===== config.mk =====
export PLATFORM = sky130hd
export DESIGN_NAME = sort_unloader
export DESIGN_NICKNAME = d
export VERILOG_FILES = /design/src/rtl/sort_unloader.sv
export SDC_FILE = /design/constraint.sdc
export NUM_CORES = 1
export LEC_CHECK = 0
export BUFFER_PORTS_ARGS = -buffer_cell sky130_fd_sc_hd__buf_2
export CAP_MARGIN = 10
export CORE_MARGIN = 8
export CORE_UTILIZATION = 40
export DETAILED_ROUTE_END_ITERATION = 6
export RECOVER_POWER = 25
export SETUP_SLACK_MARGIN = 0.02
export SLEW_MARGIN = 20
export SYNTH_ARGS = -nofsm -noshare
export SYNTH_HDL_FRONTEND = slang
export SYNTH_SLANG_ARGS = --single-unit

===== constraint.sdc =====
create_clock -name clk -period 4.8 [get_ports clk]
set_input_delay 0.48 -clock clk [delete_from_list [all_inputs] [get_ports clk]]
set_output_delay 0.48 -clock clk [all_outputs]
set_load 0.02 [all_outputs]

===== src/rtl/sort_unloader.sv =====
// Streams a captured sorted vector out one element per transfer, ascending or descending,
// with valid/ready handshaking on both sides and zero-bubble back-to-back vector loading.
module sort_unloader #(
  parameter int WIDTH = 32,
  parameter int N     = 8
) (
  input  logic                    clk,
  input  logic                    rst,
  input  logic                    in_valid,
  output logic                    in_ready,
  input  logic [N*WIDTH-1:0]      in_data,
  input  logic                    in_desc,
  output logic                    out_valid,
  input  logic                    out_ready,
  output logic signed [WIDTH-1:0] out_data,
  output logic                    out_last,
  output logic [$clog2(N)-1:0]    out_idx,
  output logic                    busy
);

  localparam int IW = $clog2(N);
  localparam logic [IW-1:0] IDX_MAX = IW'(N - 1);

  typedef enum logic {IDLE, STREAM} state_t;

  state_t                  state_q, state_d;
  logic signed [WIDTH-1:0] mem_q [N];
  logic signed [WIDTH-1:0] mem_d [N];
  logic                    desc_q, desc_d;
  logic [IW-1:0]           idx_q, idx_d;
  logic                    at_end;
  logic                    xfer;
  logic                    load;

  // Final element sits at the far end of the traversal direction.
  assign at_end = (idx_q == (desc_q ? '0 : IDX_MAX));
  assign xfer   = out_valid && out_ready;

  always_ff @(posedge clk or negedge rst) begin
    if (!rst) begin
      state_q <= IDLE;
      desc_q  <= 1'b0;
      idx_q   <= '0;
      for (int k = 0; k < N; k++) mem_q[k] <= '0;
    end else begin
      state_q <= state_d;
      desc_q  <= desc_d;
      idx_q   <= idx_d;
      for (int k = 0; k < N; k++) mem_q[k] <= mem_d[k];
    end
  end

  always_comb begin
    state_d = state_q;
    load    = 1'b0;
    case (state_q)
      IDLE: begin
        if (in_valid) begin
          state_d = STREAM;
          load    = 1'b1;
        end
      end
      STREAM: begin
        if (xfer && at_end) begin
          if (in_valid) load = 1'b1;
          else          state_d = IDLE;
        end
      end
      default: state_d = IDLE;
    endcase
  end

  always_comb begin
    for (int k = 0; k < N; k++) mem_d[k] = mem_q[k];
    desc_d = desc_q;
    idx_d  = idx_q;
    if (load) begin
      for (int k = 0; k < N; k++) mem_d[k] = in_data[k*WIDTH +: WIDTH];
      desc_d = in_desc;
      idx_d  = in_desc ? IDX_MAX : '0;
    end else if (xfer && !at_end) begin
      idx_d = desc_q ? idx_q - IW'(1) : idx_q + IW'(1);
    end
  end

  // in_ready is gated by rst so it reads 0 throughout reset, not just after the first edge.
  always_comb begin
    in_ready  = 1'b0;
    out_valid = 1'b0;
    out_last  = 1'b0;
    busy      = 1'b0;
    if (rst) begin
      case (state_q)
        IDLE:   in_ready = 1'b1;
        STREAM: begin
          out_valid = 1'b1;
          busy      = 1'b1;
          out_last  = at_end;
          in_ready  = out_ready && at_end;
        end
        default: in_ready = 1'b0;
      endcase
    end
  end

  assign out_data = mem_q[idx_q];
  assign out_idx  = idx_q;

endmodule


* Word-level counts from Yosys, hierarchy flattened *
Index checks and enable logic that the tools add are counted.

operators by class
  add/sub/neg operators = 2
  order comparisons = 1
  equal/unequal tests = 1
  mux-type cells = 19
  bitwise logic cells = 2
  reductions and logical operators = 6

operators by type and width
  operator               number
  $bmux W32 S3           1
  $mux W32               2
  $mux W3                5
  $mux W1                8
  $pmux W1 S2            3
  $ge A4 B4 Y1 const B   1
  $logic_and A1 B1 Y1    4
  $not A3 Y4             1
  $add A3 B1 Y3 const B  1
  $eq A3 B3 Y1           1
  $sub A3 B1 Y3 const B  1
  $reduce_bool A2 Y1     1
  $logic_not A1 Y1       1
  $not A1 Y1             1

storage, ports and cells
  flip-flop bits (word level) = 261
  input bits = 261
  output and inout port bits = 39
  logic and storage cells = 42

* Longest topological paths before layout *
  word-level depth = 7
  mapped depth = 7
  gate-level depth less buffers = 5

* Least setup slack after synthesis *
Ideal clock, no wire load.

  path type = register to output
  start point = register idx_q[0] (netlist: out_idx[0])
  end point = output port out_data[30]
  arrival = 2.059 ns
  slack = 2.261 ns
  cell stages (with the launch flop) = 6
  path through = dfrtp_1 > clkbuf_1 > buf_2 > buf_2 > mux4_2 > mux2_2

between the ends
  longest elaborated chain between the ends = 4

RTL lines
  element                                       line  RTL
  start, declared                               30    logic [IW-1:0] idx_q, idx_d;
  start signal, assigned                        48    idx_q <= idx_d;
  $not A3 Y4 (not written as such)              106   assign out_data = mem_q[idx_q];
  $bmux W32 S3                                  106
  $mux W32 (not written as such) (2 in series)  106
  end, declared                                 15    output logic signed [WIDTH-1:0] out_data,

No other way between the ends. The select of a mux whose other input is x is not followed.

* Worst setup path in the final report *
  start point = register idx_q[0] (netlist: out_idx[0])
  end point = output port out_data[17]

The elaborated chain is that of the path after synthesis.

==> flow_summary.ini <==
[worst_hold_path]
worstHoldStart = in_valid
whs_path_depth = 2
hold_class = in -> reg
hold_path_end = state_q

[setup_path]
path_cells = buf_4 -> mux4_2 -> mux2_2 -> buf_2
critPathSlowestCell = dfrtp_4
startpoint_type = register
arrival_ps = 2880
critPathRequiredTime_ps = 4320
r2r_start = out_idx[1]
rr_endpoint = mem_q[241]
worstSetupEndpointType = output pin
worstPathMaxFanout = 29
crit_type = reg -> out
crit_buf_inv = 2
slowest_delay_ps = 720
cpLargestDelayFamily = multiplexers
reg2regPathDepth = 6
r2r_setup_slack_ps = 2070

[sta]
grt_setup_unrepaired = no
fmax_mhz = 297
tns_ps = 0
finalClockSkew_ps = 12.9
tightestPinTransition_ps = 1050
min_period_over_period_pct = 70.0
finalSetupViolCount = 0
hold_slack_ps = 156
slew_violations = 0
period_needed_ps = 3360
relSlewSlack_pct = 30.1
finalHoldViolCount = 0

[clock_tree]
htree_levels = 1
hold_buffers = 1
cts_setup_buffers = 0
clockRootBuffer = clkbuf_16
cts_tree = built
cts-resized-gates = 0
cts_buffers = 30
cts.path.max_buffers = 3
clock_latency_ps = 550
clk_pin_slew_ps = 60
cts.sinks = 261

[routing]
drcViolationCount = 0
via_per_inst = 4.95
routed_wl_um = 30300
drt_iter0_drc = 247
wire_per_inst_um = 21.5
vias = 6987
dr.pass1.iters = 4
ant_nets = 0

[logic_synthesis]
synth_cells = 695
ys.warnings.count = 0
syn_avg_cell_area_um2 = 18.1
synth_area_leader_cell = dfrtp_1
synth_cell_types = 35
ys_seq_elements = 261
syn_area_mm2 = 0.0126
yosys-top-cells-area = dfrtp_1, mux2_4, mux4_2
yosys.area.top_type_share_pct = 52.0
ys_seq_area_share_pct = 52.0
syn_nets = 958

[grt]
antenna_found_initial = 1
grt_pass1_vias = 8249
grt_max_degree = 111
grt_usage_pct = 16.0
grt_overflow_total = 0
grt_first_pass_wirelength_um = 48200

[power_and_ir_drop]
combPwrFrac_pct = 42.4
power_density_mw_per_mm2 = 708
p_leak_nw = 7.73
swShare_pct = 30.5
ir_drop_uv = 385
pwr-share-clk_pct = 20.9
power_frac_seq_pct = 36.6
power.total_mw = 10.9
switching_power_mw = 3.31
p_int_mw = 7.55

[place]
port_buffers = 299
gp_congestion = 0.731
dp_cells = 1359
dp_hpwl_um = 21100

[run_status]
status = completed

[floorplan]
rows = 65
dieArea_mm2 = 0.0374
die_w_um = 193
start_util_pct = 40.3
coreArea_mm2 = 0.0312
io_pins = 300
chipHeight_um = 193

[finish]
syn2layout_area_growth_pct = 21.9
drive_gt1_share_pct = 70.7
fin_nets = 1253
layout_commonest_cell = buf_2
fillers = 2761
seq_area_mm2 = 0.00654
layoutNonFillerInstCount = 1412
final_core_util_pct = 49.1
final_cell_mix = buf_2, dfrtp_1, mux2_4
multi_input_area_mm2 = 0.00565

[flow_run]
drv_cap = 0
## synthesized netlist by cell type, drive strengths merged
| library cell | number |
|---|---|
| a31oi | 1 |
| and2 | 2 |
| clkbuf | 12 |
| a21boi | 2 |
| a21o | 1 |
| mux2i | 1 |
| ha | 1 |
| o21a | 1 |
| or3 | 1 |
| o221ai | 1 |
| nand2b | 1 |
| buf | 36 |
| and4b | 1 |
| and4bb | 1 |
| mux2 | 288 |
| mux4 | 64 |
| xnor2 | 1 |
| o2111a | 1 |
| nand3 | 2 |
| nand2 | 1 |
| nor2 | 2 |
| inv | 5 |
| nor3 | 1 |
| or2 | 1 |
| a21oi | 2 |
| and3 | 1 |
| dfrtp | 261 |
| a211oi | 1 |
| fa | 1 |
| o21ai | 1 |
## flip-flops by register name, summed over array words and instances (netlist names)
| register | count |
|---|---|
| out_idx | 3 |
| state_q | 1 |
| desc_q | 1 |
| mem_q | 256 |
## final cells by class
class / instances / area share, %
inverters: 5 / 0.122
clock inverters: 12 / 0.971
well taps: 402 / 3.28
multi-input cells: 381 / 36.9
repair buffers: 311 / 10.7
flip-flops and latches: 261 / 42.7
diodes: 1 / 0.0163
clock buffers: 39 / 5.39
## worst max path at each step
stage	cells after the start	endpoint	slack, ps	startpoint
CTS	4	out_data[17]	1340	out_idx[0]
finish	4	out_data[17]	1440	out_idx[0]
detailed placement	4	out_data[20]	1940	out_idx[0]
global route	4	out_data[18]	1220	out_idx[0]
floorplan	5	out_data[30]	2260	out_idx[0]
global placement	4	out_data[20]	1970	out_idx[0]
## through the flow
stage	setup slack [ps]	instance area [um2]
floorplan	2260	12600
global placement	1970	14300
detailed placement	1940	14300
CTS	1340	15300
global route	1220	15300
finish	1440	15300
## power groups by stage
stage / Sequential (mW) / Combinational, mW / Clock, mW
CTS: 3.99 / 4.68 / 2.36
floorplan: 3.70 / 3.81 / 0
detailed placement: 4.01 / 4.66 / 0
global placement: 3.99 / 4.59 / 0
finish: 3.98 / 4.61 / 2.27
global route: 4.13 / 4.94 / 2.43
## worst reg2reg max path: stages, from the launching register on
cell and delay (ps):
dfrtp_4 470, ha_1 300, and4bb_1 240, o2111a_2 320, nor2_8 180, buf_12 540
mux2_2 560
## layer usage
| metal | up-vias | global-route usage [%] | wire [um] |
|---|---|---|---|
| li1 | 3177 | - | - |
| met1 | 3577 | 21.1 | 13600 |
| met2 | 191 | 26.6 | 14600 |
| met3 | 40 | 3.70 | 1400 |
| met4 | 2 | 3.59 | 654 |
| met5 | - | 0 | 8 |
## cells by family (layout without fill, tap and decap cells)
kind of cell / after synthesis / in the layout / synth area share [%]
AOI/OAI and AO/OA: 11 / 11 / 0.637
xor gates and xnor gates: 1 / 1 / 0.0697
adders and majority gates: 2 / 2 / 0.259
buffers and inverters: 53 / 367 / 3.07
DFF: 261 / 261 / 52.0
muxes: 353 / 353 / 43.2
other: 0 / 1 / 0
and+or+nand+nor: 14 / 14 / 0.816
Power figures use the tool's default switching activity.
